<file path="src/rtl/i_fetch_pkg.sv">
// Shared constants for the DLX fetch/decode stages: nop encoding, opcode
// constants and the fetch FSM state encoding.
package i_fetch_pkg;

  localparam int          DATA_W         = 32;
  localparam logic [31:0] NOP_INSTR      = 32'h54000000;
  localparam logic [5:0]  OP_JAL         = 6'h03;
  localparam logic [2:0]  OP_LOAD_PREFIX = 3'b100;

  typedef enum logic {
    RUN  = 1'b0,
    HOLD = 1'b1
  } fetch_state_t;

  // Instruction bit 0 is the MSB, so opcode bits [0:5] sit at [31:26] here.
  function automatic logic [5:0] opcode_of(input logic [31:0] instr);
    return instr[31:26];
  endfunction

  function automatic logic is_load(input logic [31:0] instr);
    return instr[31:29] == OP_LOAD_PREFIX;
  endfunction

endpackage

</file>
<file path="src/rtl/i_fetch_if.sv">
// Fetch-stage bundle: instruction-memory port, decode back-channel, stall and
// the IF/ID register outputs. master = fetch stage, slave = memory/decode side.
interface i_fetch_if;
  import i_fetch_pkg::*;

  logic              stall;
  logic              jump_or_branch;
  logic [DATA_W-1:0] target;
  logic              reg_lock_if;
  logic [DATA_W-1:0] imem_addr;
  logic [DATA_W-1:0] imem_data;
  logic [DATA_W-1:0] instruction;
  logic [DATA_W-1:0] pc_plus_four;
  logic              hold_active;

  modport master (
    input  stall, jump_or_branch, target, reg_lock_if, imem_data,
    output imem_addr, instruction, pc_plus_four, hold_active
  );

  modport slave (
    output stall, jump_or_branch, target, reg_lock_if, imem_data,
    input  imem_addr, instruction, pc_plus_four, hold_active
  );

endinterface

</file>
<file path="src/rtl/adder_n.sv">
// Generic N-bit ripple adder with carry-in; carry-out is dropped (modulo 2^N).
module adder_n #(
  parameter int N = 32
) (
  input  logic [N-1:0] a,
  input  logic [N-1:0] b,
  input  logic         cin,
  output logic [N-1:0] sum
);

  assign sum = a + b + {{(N-1){1'b0}}, cin};

endmodule

</file>
<file path="src/rtl/i_fetch.sv">
// DLX instruction-fetch stage: PC, IF/ID register, redirect/lock/stall handling.
// Define I_FETCH_DELAY_SLOT_EN to keep the delay-slot instruction on redirects.
module i_fetch
  import i_fetch_pkg::*;
#(
  parameter logic [31:0] RESET_PC  = 32'h00000000,
  parameter int          JAL_HOLD  = 2,
  parameter int          LOAD_HOLD = 1
) (
  input  logic     clk,
  input  logic     reset,
  i_fetch_if.master bus
);

  fetch_state_t      state;
  logic [DATA_W-1:0] pc_p0;
  logic [DATA_W-1:0] instr_p1;
  logic [DATA_W-1:0] pc4_p1;
  logic [DATA_W-1:0] pend_target;
  logic [DATA_W-1:0] pc_inc;
  logic [DATA_W-1:0] redir_pc;
  logic [DATA_W-1:0] slot_instr;
  logic [3:0]        hold_cnt;
  logic [3:0]        lock_len;
  logic              pend_valid;
  logic              hold_active;
  logic              redir;

  adder_n #(.N(DATA_W)) u_pc_inc (
    .a   (pc_p0),
    .b   (32'h4),
    .cin (1'b0),
    .sum (pc_inc)
  );

  // A fresh request from decode is newer than anything parked during a stall.
  assign redir    = bus.jump_or_branch | pend_valid;
  assign redir_pc = bus.jump_or_branch ? bus.target : pend_target;
  assign lock_len = (opcode_of(instr_p1) == OP_JAL) ? 4'(JAL_HOLD) : 4'(LOAD_HOLD);

`ifdef I_FETCH_DELAY_SLOT_EN
  assign slot_instr = bus.imem_data;
`else
  assign slot_instr = NOP_INSTR;
`endif

  always_ff @(posedge clk) begin
    if (reset) begin
      state       <= RUN;
      pc_p0       <= RESET_PC;
      instr_p1    <= NOP_INSTR;
      pc4_p1      <= RESET_PC;
      hold_cnt    <= 4'd0;
      pend_valid  <= 1'b0;
      hold_active <= 1'b0;
    end else if (bus.stall) begin
      if (bus.jump_or_branch) begin
        pend_valid  <= 1'b1;
        pend_target <= bus.target;
      end
    end else begin
      if (redir) begin
        pc_p0      <= redir_pc;
        pend_valid <= 1'b0;
      end
      if (state == HOLD) begin
        hold_cnt <= hold_cnt - 4'd1;
        if (hold_cnt <= 4'd1) begin
          state       <= RUN;
          hold_active <= 1'b0;
        end
      end else if (bus.reg_lock_if) begin
        // IF/ID stays put on the request edge even for a zero-length hold.
        if (lock_len != 4'd0) begin
          hold_cnt    <= lock_len;
          state       <= HOLD;
          hold_active <= 1'b1;
        end
      end else if (redir) begin
        instr_p1 <= slot_instr;
        pc4_p1   <= pc_inc;
      end else begin
        instr_p1 <= bus.imem_data;
        pc4_p1   <= pc_inc;
        pc_p0    <= pc_inc;
      end
    end
  end

  // ---- stage boundary: PC (IF) -> IF/ID register outputs ----
  assign bus.imem_addr    = pc_p0;
  assign bus.instruction  = instr_p1;
  assign bus.pc_plus_four = pc4_p1;
  assign bus.hold_active  = hold_active;

endmodule

</file>
<file path="src/flat_wrapper.sv">
// flat-port wrapper written by rule: the top's interface ports become plain ports
module i_fetch_flat import i_fetch_pkg::*;
#(
  parameter logic [31:0] RESET_PC  = 32'h00000000,
  parameter int          JAL_HOLD  = 2,
  parameter int          LOAD_HOLD = 1
)
  (clk, reset, bus_stall, bus_jump_or_branch, bus_target, bus_reg_lock_if, bus_imem_data, bus_imem_addr, bus_instruction, bus_pc_plus_four, bus_hold_active);
  i_fetch_if bus_i ();
  input  logic clk;
  input  logic reset;
  input wire logic [$bits(bus_i.stall)-1:0] bus_stall;
  input wire logic [$bits(bus_i.jump_or_branch)-1:0] bus_jump_or_branch;
  input wire logic [$bits(bus_i.target)-1:0] bus_target;
  input wire logic [$bits(bus_i.reg_lock_if)-1:0] bus_reg_lock_if;
  input wire logic [$bits(bus_i.imem_data)-1:0] bus_imem_data;
  output wire logic [$bits(bus_i.imem_addr)-1:0] bus_imem_addr;
  output wire logic [$bits(bus_i.instruction)-1:0] bus_instruction;
  output wire logic [$bits(bus_i.pc_plus_four)-1:0] bus_pc_plus_four;
  output wire logic [$bits(bus_i.hold_active)-1:0] bus_hold_active;
  assign bus_i.stall = bus_stall;
  assign bus_i.jump_or_branch = bus_jump_or_branch;
  assign bus_i.target = bus_target;
  assign bus_i.reg_lock_if = bus_reg_lock_if;
  assign bus_i.imem_data = bus_imem_data;
  assign bus_imem_addr = bus_i.imem_addr;
  assign bus_instruction = bus_i.instruction;
  assign bus_pc_plus_four = bus_i.pc_plus_four;
  assign bus_hold_active = bus_i.hold_active;
  i_fetch #(.RESET_PC(RESET_PC), .JAL_HOLD(JAL_HOLD), .LOAD_HOLD(LOAD_HOLD)) u_core (.clk(clk), .reset(reset), .bus(bus_i));
endmodule
</file>
<file path="config.mk">
export PLATFORM = sky130hd
export DESIGN_NAME = i_fetch_flat
export DESIGN_NICKNAME = d
export VERILOG_FILES = /design/src/rtl/i_fetch_pkg.sv /design/src/rtl/i_fetch_if.sv /design/src/rtl/adder_n.sv /design/src/rtl/i_fetch.sv /design/src/flat_wrapper.sv
export SDC_FILE = /design/constraint.sdc
export NUM_CORES = 1
export LEC_CHECK = 0
export ABC_AREA = 1
export BUFFER_PORTS_ARGS = -buffer_cell sky130_fd_sc_hd__buf_4
export CAP_MARGIN = 15
export CORE_ASPECT_RATIO = 1.25
export CORE_MARGIN = 8
export CORE_UTILIZATION = 53
export DETAILED_ROUTE_END_ITERATION = 8
export GPL_TIMING_DRIVEN = 1
export HOLD_SLACK_MARGIN = 0.03
export PLACE_DENSITY = 0.8
export SYNTH_ARGS = -nofsm -noshare
export SYNTH_HDL_FRONTEND = slang
export SYNTH_SLANG_ARGS = --single-unit
</file>
<file path="constraint.sdc">
create_clock -name clk -period 3.8 [get_ports clk]
set_input_delay 0.76 -clock clk [delete_from_list [all_inputs] [get_ports clk]]
set_output_delay 0.76 -clock clk [all_outputs]
set_load 0.05 [all_outputs]
</file>
==> results of run 1 <==
==> state kept, by name, summed over array words and instances (netlist names) <==
register / count
u_core.bus.imem_addr: 32
u_core.bus.instruction: 32
u_core.bus.pc_plus_four: 32
u_core.pend_target: 32
u_core.hold_cnt: 4
u_core.bus.hold_active: 1
u_core.pend_valid: 1
u_core.state: 1
==> area by class of cell <==
| cell class | instances | area (um2) | area share (%) |
|---|---|---|---|
| Clock buffer | 24 | 513.0 | 6.219 |
| Clock inverter | 7 | 42.54 | 0.5157 |
| Inverter | 81 | 304.0 | 3.686 |
| Multi-Input combinational cell | 624 | 2843 | 34.46 |
| Sequential cell | 135 | 3023 | 36.64 |
| Tap cell | 164 | 205.2 | 2.487 |
| Timing Repair Buffer | 173 | 1319 | 15.99 |
==> placed cells by master (no fill, tap or decap), types with 8 or more instances in the layout <==
cell type / netlist / layout
nor2_2: 8 / 9
dfxtp_1: 103 / 103
o21ai_1: 8 / 8
o21ai_0: 53 / 53
clkbuf_16: 0 / 18
nor2_1: 106 / 105
xor2_1: 10 / 10
inv_1: 77 / 77
a21oi_1: 54 / 54
edfxtp_1: 32 / 32
nand2_1: 292 / 292
buf_4: 6 / 172
nand3_1: 29 / 29
a211oi_1: 18 / 18
==> per-layer routing <==
metal  up-vias  GRT usage, %
li1       3126             -
met1      2865         26.44
met2       290         40.01
met3        45         9.020
met4         0         11.31
met5         -             0
==> worst max-delay path by stage <==
stage | start | end | slack (ns) | cells past startpoint
2_1_floorplan | reset | u_core.bus.imem_addr[14]$_SDFFE_PP0N_ | 0.78 | 5
3_3_place_gp | bus_stall | u_core.bus.instruction[24]$_SDFFE_PP0P_ | 1.06 | 8
3_5_place_dp | bus_stall | u_core.bus.instruction[13]$_SDFFE_PP0P_ | 1.01 | 8
4_1_cts | bus_stall | u_core.bus.instruction[12]$_SDFFE_PP0P_ | 1.42 | 8
5_1_grt | bus_stall | u_core.bus.instruction[12]$_SDFFE_PP0P_ | 1.25 | 8
6_report | bus_stall | u_core.bus.instruction[12]$_SDFFE_PP0P_ | 1.40 | 8
==> stage by stage <==
stage               power, mW  worst slack [ns]
floorplan               2.104            0.7830
global placement        2.332             1.057
detailed placement      2.343             1.005
CTS                     3.851             1.424
global route            3.986             1.255
finish                  3.844             1.404
==> worst max-delay path: stages <==
cell and delay, ns:
buf_4 0.17, inv_1 0.36, nand2_1 0.18, buf_4 0.24
nor2_2 0.46, buf_4 0.34, nand2_1 0.07, a21oi_1 0.14
==> Yosys cell counts, types with 4 or more instances <==
| cell type | instances | area share, % |
|---|---|---|
| nand2_1 | 292 | 17 |
| nor2_1 | 106 | 6.2 |
| dfxtp_1 | 103 | 32 |
| inv_1 | 77 | 4.5 |
| a21oi_1 | 54 | 4.2 |
| o21ai_0 | 53 | 4.2 |
| edfxtp_1 | 32 | 15 |
| nand3_1 | 29 | 2.3 |
| a211oi_1 | 18 | 2.1 |
| clkbuf_1 | 18 | 1.1 |
| buf_2 | 12 | 0.94 |
| xor2_1 | 10 | 1.4 |
| nor2_2 | 8 | 0.78 |
| o21ai_1 | 8 | 0.63 |
| buf_4 | 6 | 0.71 |
| a21o_1 | 5 | 0.59 |
| nand2_2 | 5 | 0.49 |
| o22ai_1 | 5 | 0.49 |
| buf_6 | 4 | 0.71 |
| inv_2 | 4 | 0.23 |
| nand4_1 | 4 | 0.39 |
| nor3_1 | 4 | 0.31 |
| o221ai_1 | 4 | 0.55 |
==> kinds of logic (layout without fill, tap and decap cells) <==
logic type / after synthesis / in the layout / share of synthesized area (%)
DFF: 135 / 135 / 47.32
buffers and inverters: 122 / 285 / 8.225
adders and majority gates: 3 / 3 / 0.5876
muxes: 1 / 1 / 0.1567
and+or+nand+nor: 453 / 453 / 28.42
xor gates and xnor gates: 12 / 12 / 1.645
AOI/OAI and AO/OA: 155 / 155 / 13.65
==> power groups by stage <==
stage	clock, mW	sequential [mW]	combinational (mW)
floorplan	0	1.85	0.256
global placement	0	1.66	0.673
detailed placement	0	1.66	0.682
CTS	1.53	1.63	0.686
global route	1.61	1.64	0.740
finish	1.52	1.63	0.688
==> results.tsv, run 1 <==
stage	metric	value	unit
outcome	status	finished, final reports clean	
clocking	post-cts sizing count	0	
synth	Async SR Flop Fraction	0	%
synth	Mean Syn Cell Area	7.252	um2
critical_path	crit path kind	primary input to flip-flop	
critical_path	crit path max fanout	22	
timing	Final Hold Viols	0	
finish	layout cells sized above 1	21.46	%
timing	period utilization	63.06	%
power	Int Power	2.710	mW
synth	Syn Nets	953	
global_routing	Tot GR Track Use	24.07	%
timing	relative slew slack	31.68	%
route	wire per inst	15.75	um
route	DRC	0	
die	io pins	166	
synth	Mapped Area	6389	um2
timing	Total Negative Setup Slacks	0	ns
timing	unrepaired setup endpoints after global routing	no	
timing	# setup viols final	0	
critical_path	Worst EP arrival	2.73	ns
min_path	HP Class	flip-flop to flip-flop	
finish	Layout area overhead	29.12	%
die	Die Y	138.8	um
placement	Port Buffers	165	
clocking	clk buf depth	2	
route	Initial DRC Count	405	
critical_path	reg2reg setup slack	1.84	ns
timing	Min Hold Slack	0.4649	ns
power	sw frac	29.51	%
clocking	clk_lat worst skew	0.41	ns
finish	Non-Filler Cell Area, Final	8249	um2
clocking	CTS Buf Count	17	
power	Power Density	466.0	nW/um2
global_routing	initial antenna violation count	0	
finish	final core occ	69.11	%
min_path	hold depth	2	
synth	synthesis-stage register bit count	135	
die	die footprint	15850	um2
clocking	CTS tree	built	
synth	Syn Inst Count	881	
clocking	TritonCTS sink count	135	
placement	DP Wirelength	13.70	mm
route	vias	6326	
critical_path	Worst setup SP type	primary input	
timing	Max Clock Freq	0.4173	GHz
finish	diode count	0	
die	Die W	114.2	um
critical_path	Worst setup EP type	flip-flop	
die	Starting Density	53.52	%
critical_path	Worst R2R Start	u_core.pend_valid$_SDFFE_PP0P_	
synth	distinct cell type count after synthesis	34	
power	Combinational Power Share	17.9	%
global_routing	maximum number of pins on one net before global-route repair	54	
critical_path	Critical Path RT	4.14	ns
critical_path	Worst R2R Path Depth	7	
route	Via density	5.237	
timing	Final min period	2.396	ns
route	number of nets with antenna violations after routing	0	
clocking	hold_buf cts	0	
synth	number of synthesized flops with an enable pin	32	
power	peak supply drop	0.3135	mV
global_routing	Overflow after GRT	0	
die	Core Box Area	11940	um2
route	Max Used Layer	met4	
finish	fin nets	1104	
synth	Seq/Total Area, Yosys	47.32	%
placement	area of placed instances	7666	um2
power	Reg power frac	42.5	%
power	Net Switching	1.135	mW
timing	Worst Max-Slew Pin Slew	1.024	ns
route	routed wl met3	1.895	mm
route	met2 wire length	9.173	mm
route	total wire length	19.03	mm
route	TritonRoute pass-1 iters	8	
synth	Synth Flop Type	dfxtp_1	
timing	Slew Viols, Final	0	
timing	Final Skew	0.006816	ns
global_routing	first-pass GRT wire length	30.33	mm
route	M1 WL	7.350	mm
critical_path	Crit Reg-Reg Endpoint	u_core.bus.instruction[12]$_SDFFE_PP0P_	
placement	placed cells	1176	
power	Clk pwr share	39.6	%
clocking	Post CTS Setup Buffer Count	0	
clocking	H-tree depth	4	
power	Pleak	3.703	nW
placement	placer congestion estimate	0.9114	
min_path	Hold Crit Endpoint	u_core.bus.instruction[25]$_SDFFE_PP0P_	
finish	Cell Count, Final, Fillers Out	1208	
global_routing	vias in the first global route	6214	
die	num rows	45	
clocking	clock slew at reported path FFs	0.06	ns
finish	Filler Cells Inserted	1060	
min_path	Hold Path Origin	u_core.bus.instruction[25]$_SDFFE_PP0P_	
clocking	clock root buffer master	clkbuf_16	
job	max cap viols	0	
synth	Synth warnings	0	
Note: power is estimated with default switching activity, not from simulation.
==> run 2: changes to the inputs <==
- CORE_UTILIZATION: 53 -> 48
- PLACE_DENSITY: 0.8 -> 0.76
- clock period: 3.8 -> 2 ns (I/O delays scaled with it)
==> run 2 against run 1 <==
Effect of this change: wire length up 1.9%; count of clock-buffer cells in the layout shrank 7; combinational power up 98%; register-to-register slack got worse by 1.7 ns; worst setup slack got worse by 1.2 ns; first-iteration DRC count grew 4.0%; largest cell class unchanged; sequential share of layout area shrank 0.70 points; highest routed layer unchanged.
==> results.tsv, run 2 (synthesized netlist as in run 1, its figures left out) <==
stage	metric	value	unit	change
route	wire per inst	15.77	um	about the same
power	Power Density	877.5	nW/um2	+88%
route	DRC	0		unchanged
clocking	CTS Buf Count	17		unchanged
placement	DP Worst Slack	0.1750	ns	-0.8303 ns
global_routing	Overflow after GRT	0		unchanged
min_path	hold depth	3		+1
timing	period utilization	91.83	%	
finish	Layout area overhead	31.63	%	
route	total wire length	19.40	mm	+1.9%
outcome	status	finished, final reports clean		
die	io pins	166		unchanged
die	Starting Density	48.72	%	-4.8 points
clocking	post-cts sizing count	0		unchanged
critical_path	Worst EP arrival	2.13	ns	-0.60 ns
min_path	Hold Path Origin	bus_imem_data[28]		
critical_path	Crit Reg-Reg Endpoint	u_core.bus.imem_addr[12]$_SDFFE_PP0N_		
route	number of nets with antenna violations after routing	0		unchanged
clocking	Post CTS Setup Buffer Count	0		unchanged
timing	Final Skew	0.01000	ns	+0.003185 ns
finish	fin nets	1118		+1.3%
global_routing	first-pass GRT wire length	31.76	mm	+4.7%
global_routing	initial antenna violation count	0		unchanged
critical_path	crit-path max cell delay	0.43	ns	-0.03 ns
route	vias	6307		-0.30%
timing	Worst Max-Slew Pin Slew	0.4658	ns	-0.5578 ns
timing	unrepaired setup endpoints after global routing	no		
critical_path	Critical Path RT	2.29	ns	-1.85 ns
placement	DP Wirelength	14.43	mm	+5.4%
clocking	clock slew at reported path FFs	0.06	ns	about the same
global_routing	maximum number of pins on one net before global-route repair	53		-1.9%
clocking	clk buf depth	2		unchanged
critical_path	CP Buf/Inv Count	1		-3
job	max cap viols	0		unchanged
critical_path	cell mode on critical path	nand2_1		
critical_path	Worst setup EP type	flip-flop		
die	num rows	47		+4.4%
finish	most frequent cells in the layout	292 x nand2_1, 182 x buf_4, 105 x nor2_1, 103 x dfxtp_1, 77 x inv_1		
die	die footprint	17280	um2	+9.1%
clocking	clock root buffer master	clkbuf_16		
power	peak supply drop	0.5682	mV	+81%
min_path	HP Class	primary input to flip-flop		
power	Pleak	3.765	nW	+1.7%
die	Core Box Area	13110	um2	+9.9%
route	Initial DRC Count	421		+4.0%
critical_path	crit path max fanout	5		-77%
finish	Filler Cells Inserted	1175		+11%
die	Die W	119.2	um	+4.4%
die	Die Y	145.0	um	+4.5%
global_routing	Tot GR Track Use	22.58	%	-1.5 points
placement	Port Buffers	165		unchanged
timing	Final WS setup	0.1634	ns	-1.240 ns
critical_path	delay-heaviest family, CP	simple AND/OR/NAND/NOR gates		
critical_path	Worst R2R Start	u_core.bus.imem_addr[3]$_SDFFE_PP0N_		
critical_path	worst-path cell chain	ha_1 > nand3_2 > inv_2 > nand2_2 > nor2_2 > xor2_1 > nand2_1 > nand2_1 > o21ai_1		
clocking	TritonCTS sink count	135		unchanged
critical_path	Worst setup SP type	flip-flop		
timing	Final Hold Viols	0		unchanged
min_path	Hold Crit Endpoint	u_core.bus.instruction[28]$_SDFFE_PP1P_		
timing	Max Clock Freq	0.5445	GHz	
critical_path	reg2reg setup slack	0.16	ns	-1.68 ns
clocking	clk_lat worst skew	0.42	ns	about the same
clocking	CTS tree	built		
timing	Final min period	1.837	ns	
finish	diode count	0		unchanged
timing	Total Negative Setup Slacks	0	ns	unchanged
critical_path	Worst R2R Path Depth	9		+2
clocking	hold_buf cts	0		unchanged
timing	Slew Viols, Final	0		unchanged
finish	layout cells sized above 1	22.47	%	+1.0 points
timing	relative slew slack	68.91	%	+37 points
critical_path	slowest CP cell	dfxtp_1		
critical_path	crit path kind	flip-flop to flip-flop		
finish	commonest non-fill, non-tap cell in the layout	nand2_1		
timing	# setup viols final	0		unchanged
clocking	H-tree depth	4		unchanged
route	Via density	5.128		-2.1%
route	TritonRoute pass-1 iters	5		-3
global_routing	vias in the first global route	6279		+1.0%
placement	placer congestion estimate	0.9506		+4.3%
## run 2: cell count changes in the layout (fill, tap and decap cells not counted), sizes merged
cell	delta
buf	+14
clkbuf	-7
clkinvlp	+3
clkinv	+2
inv	+2
bufinv	+1
## run 2: final cells by class
type                    count  area [um2]  share of cell area [%]
clock buffers              17       425.4                   5.059
multi-input cells         624        2848                   33.86
flip-flops and latches    135        3023                   35.95
inverters                  81       304.0                   3.616
clock inverters            15       128.9                   1.533
repair buffers            187        1466                   17.44
well taps                 171       214.0                   2.544
## run 2: per-stage QoR
step                cell area, um2  instances  hold WS [ns]  total power [mW]  utilization (%)
floorplan                     6396        881        0.4444             3.999                -
global placement              7855       1198        0.4352             4.484            59.90
detailed placement            7855       1198        0.4384             4.500            59.90
CTS                           8409       1230        0.1877             7.412            64.13
global route                  8409       1230        0.2015             7.666            64.13
finish                        8409       1230        0.1923             7.379            64.13
## run 2: routing by layer
layer,wire [um],part of all wire [%],GRT usage [%],vias up
met4,635,3.3,9.956,0
met3,1808,9.3,8.657,39
met1,7717,40,24.95,2874
li1,-,-,-,3165
met5,0,0,0,-
met2,9233,48,37.62,229
## run 2: how the worst max path moves through the flow
stage                                     startpoint  slack, ns  cells past startpoint                                        to
4_1_cts         u_core.bus.imem_addr[3]$_SDFFE_PP0N_       0.16                      9     u_core.bus.imem_addr[12]$_SDFFE_PP0N_
3_5_place_dp    u_core.bus.imem_addr[3]$_SDFFE_PP0N_       0.17                      9     u_core.bus.imem_addr[12]$_SDFFE_PP0N_
3_3_place_gp    u_core.bus.imem_addr[3]$_SDFFE_PP0N_       0.19                      9     u_core.bus.imem_addr[12]$_SDFFE_PP0N_
5_1_grt        u_core.bus.imem_addr[10]$_SDFFE_PP0N_      0.002                      9  u_core.bus.pc_plus_four[28]$_SDFFE_PP0P_
2_1_floorplan   u_core.bus.imem_addr[2]$_SDFFE_PP0N_       0.09                      9     u_core.bus.imem_addr[12]$_SDFFE_PP0N_
6_report        u_core.bus.imem_addr[3]$_SDFFE_PP0N_       0.16                      9     u_core.bus.imem_addr[12]$_SDFFE_PP0N_
## run 2: power by group
part | total (mW) | switching [mW] | leakage, nW | internal, mW
logic | 1.36 | 0.911 | 2.36 | 0.444
clock network | 2.93 | 1.23 | 0.259 | 1.71
registers | 3.09 | 0.131 | 1.15 | 2.96
total | 7.38 | 2.27 | 3.76 | 5.11
## run 2: worst register-to-register path: stages (launching register included)
cell	delay, ns
dfxtp_1	0.43
ha_1	0.27
nand3_2	0.18
inv_2	0.13
nand2_2	0.12
nor2_2	0.15
xor2_1	0.23
nand2_1	0.09
nand2_1	0.07
o21ai_1	0.05
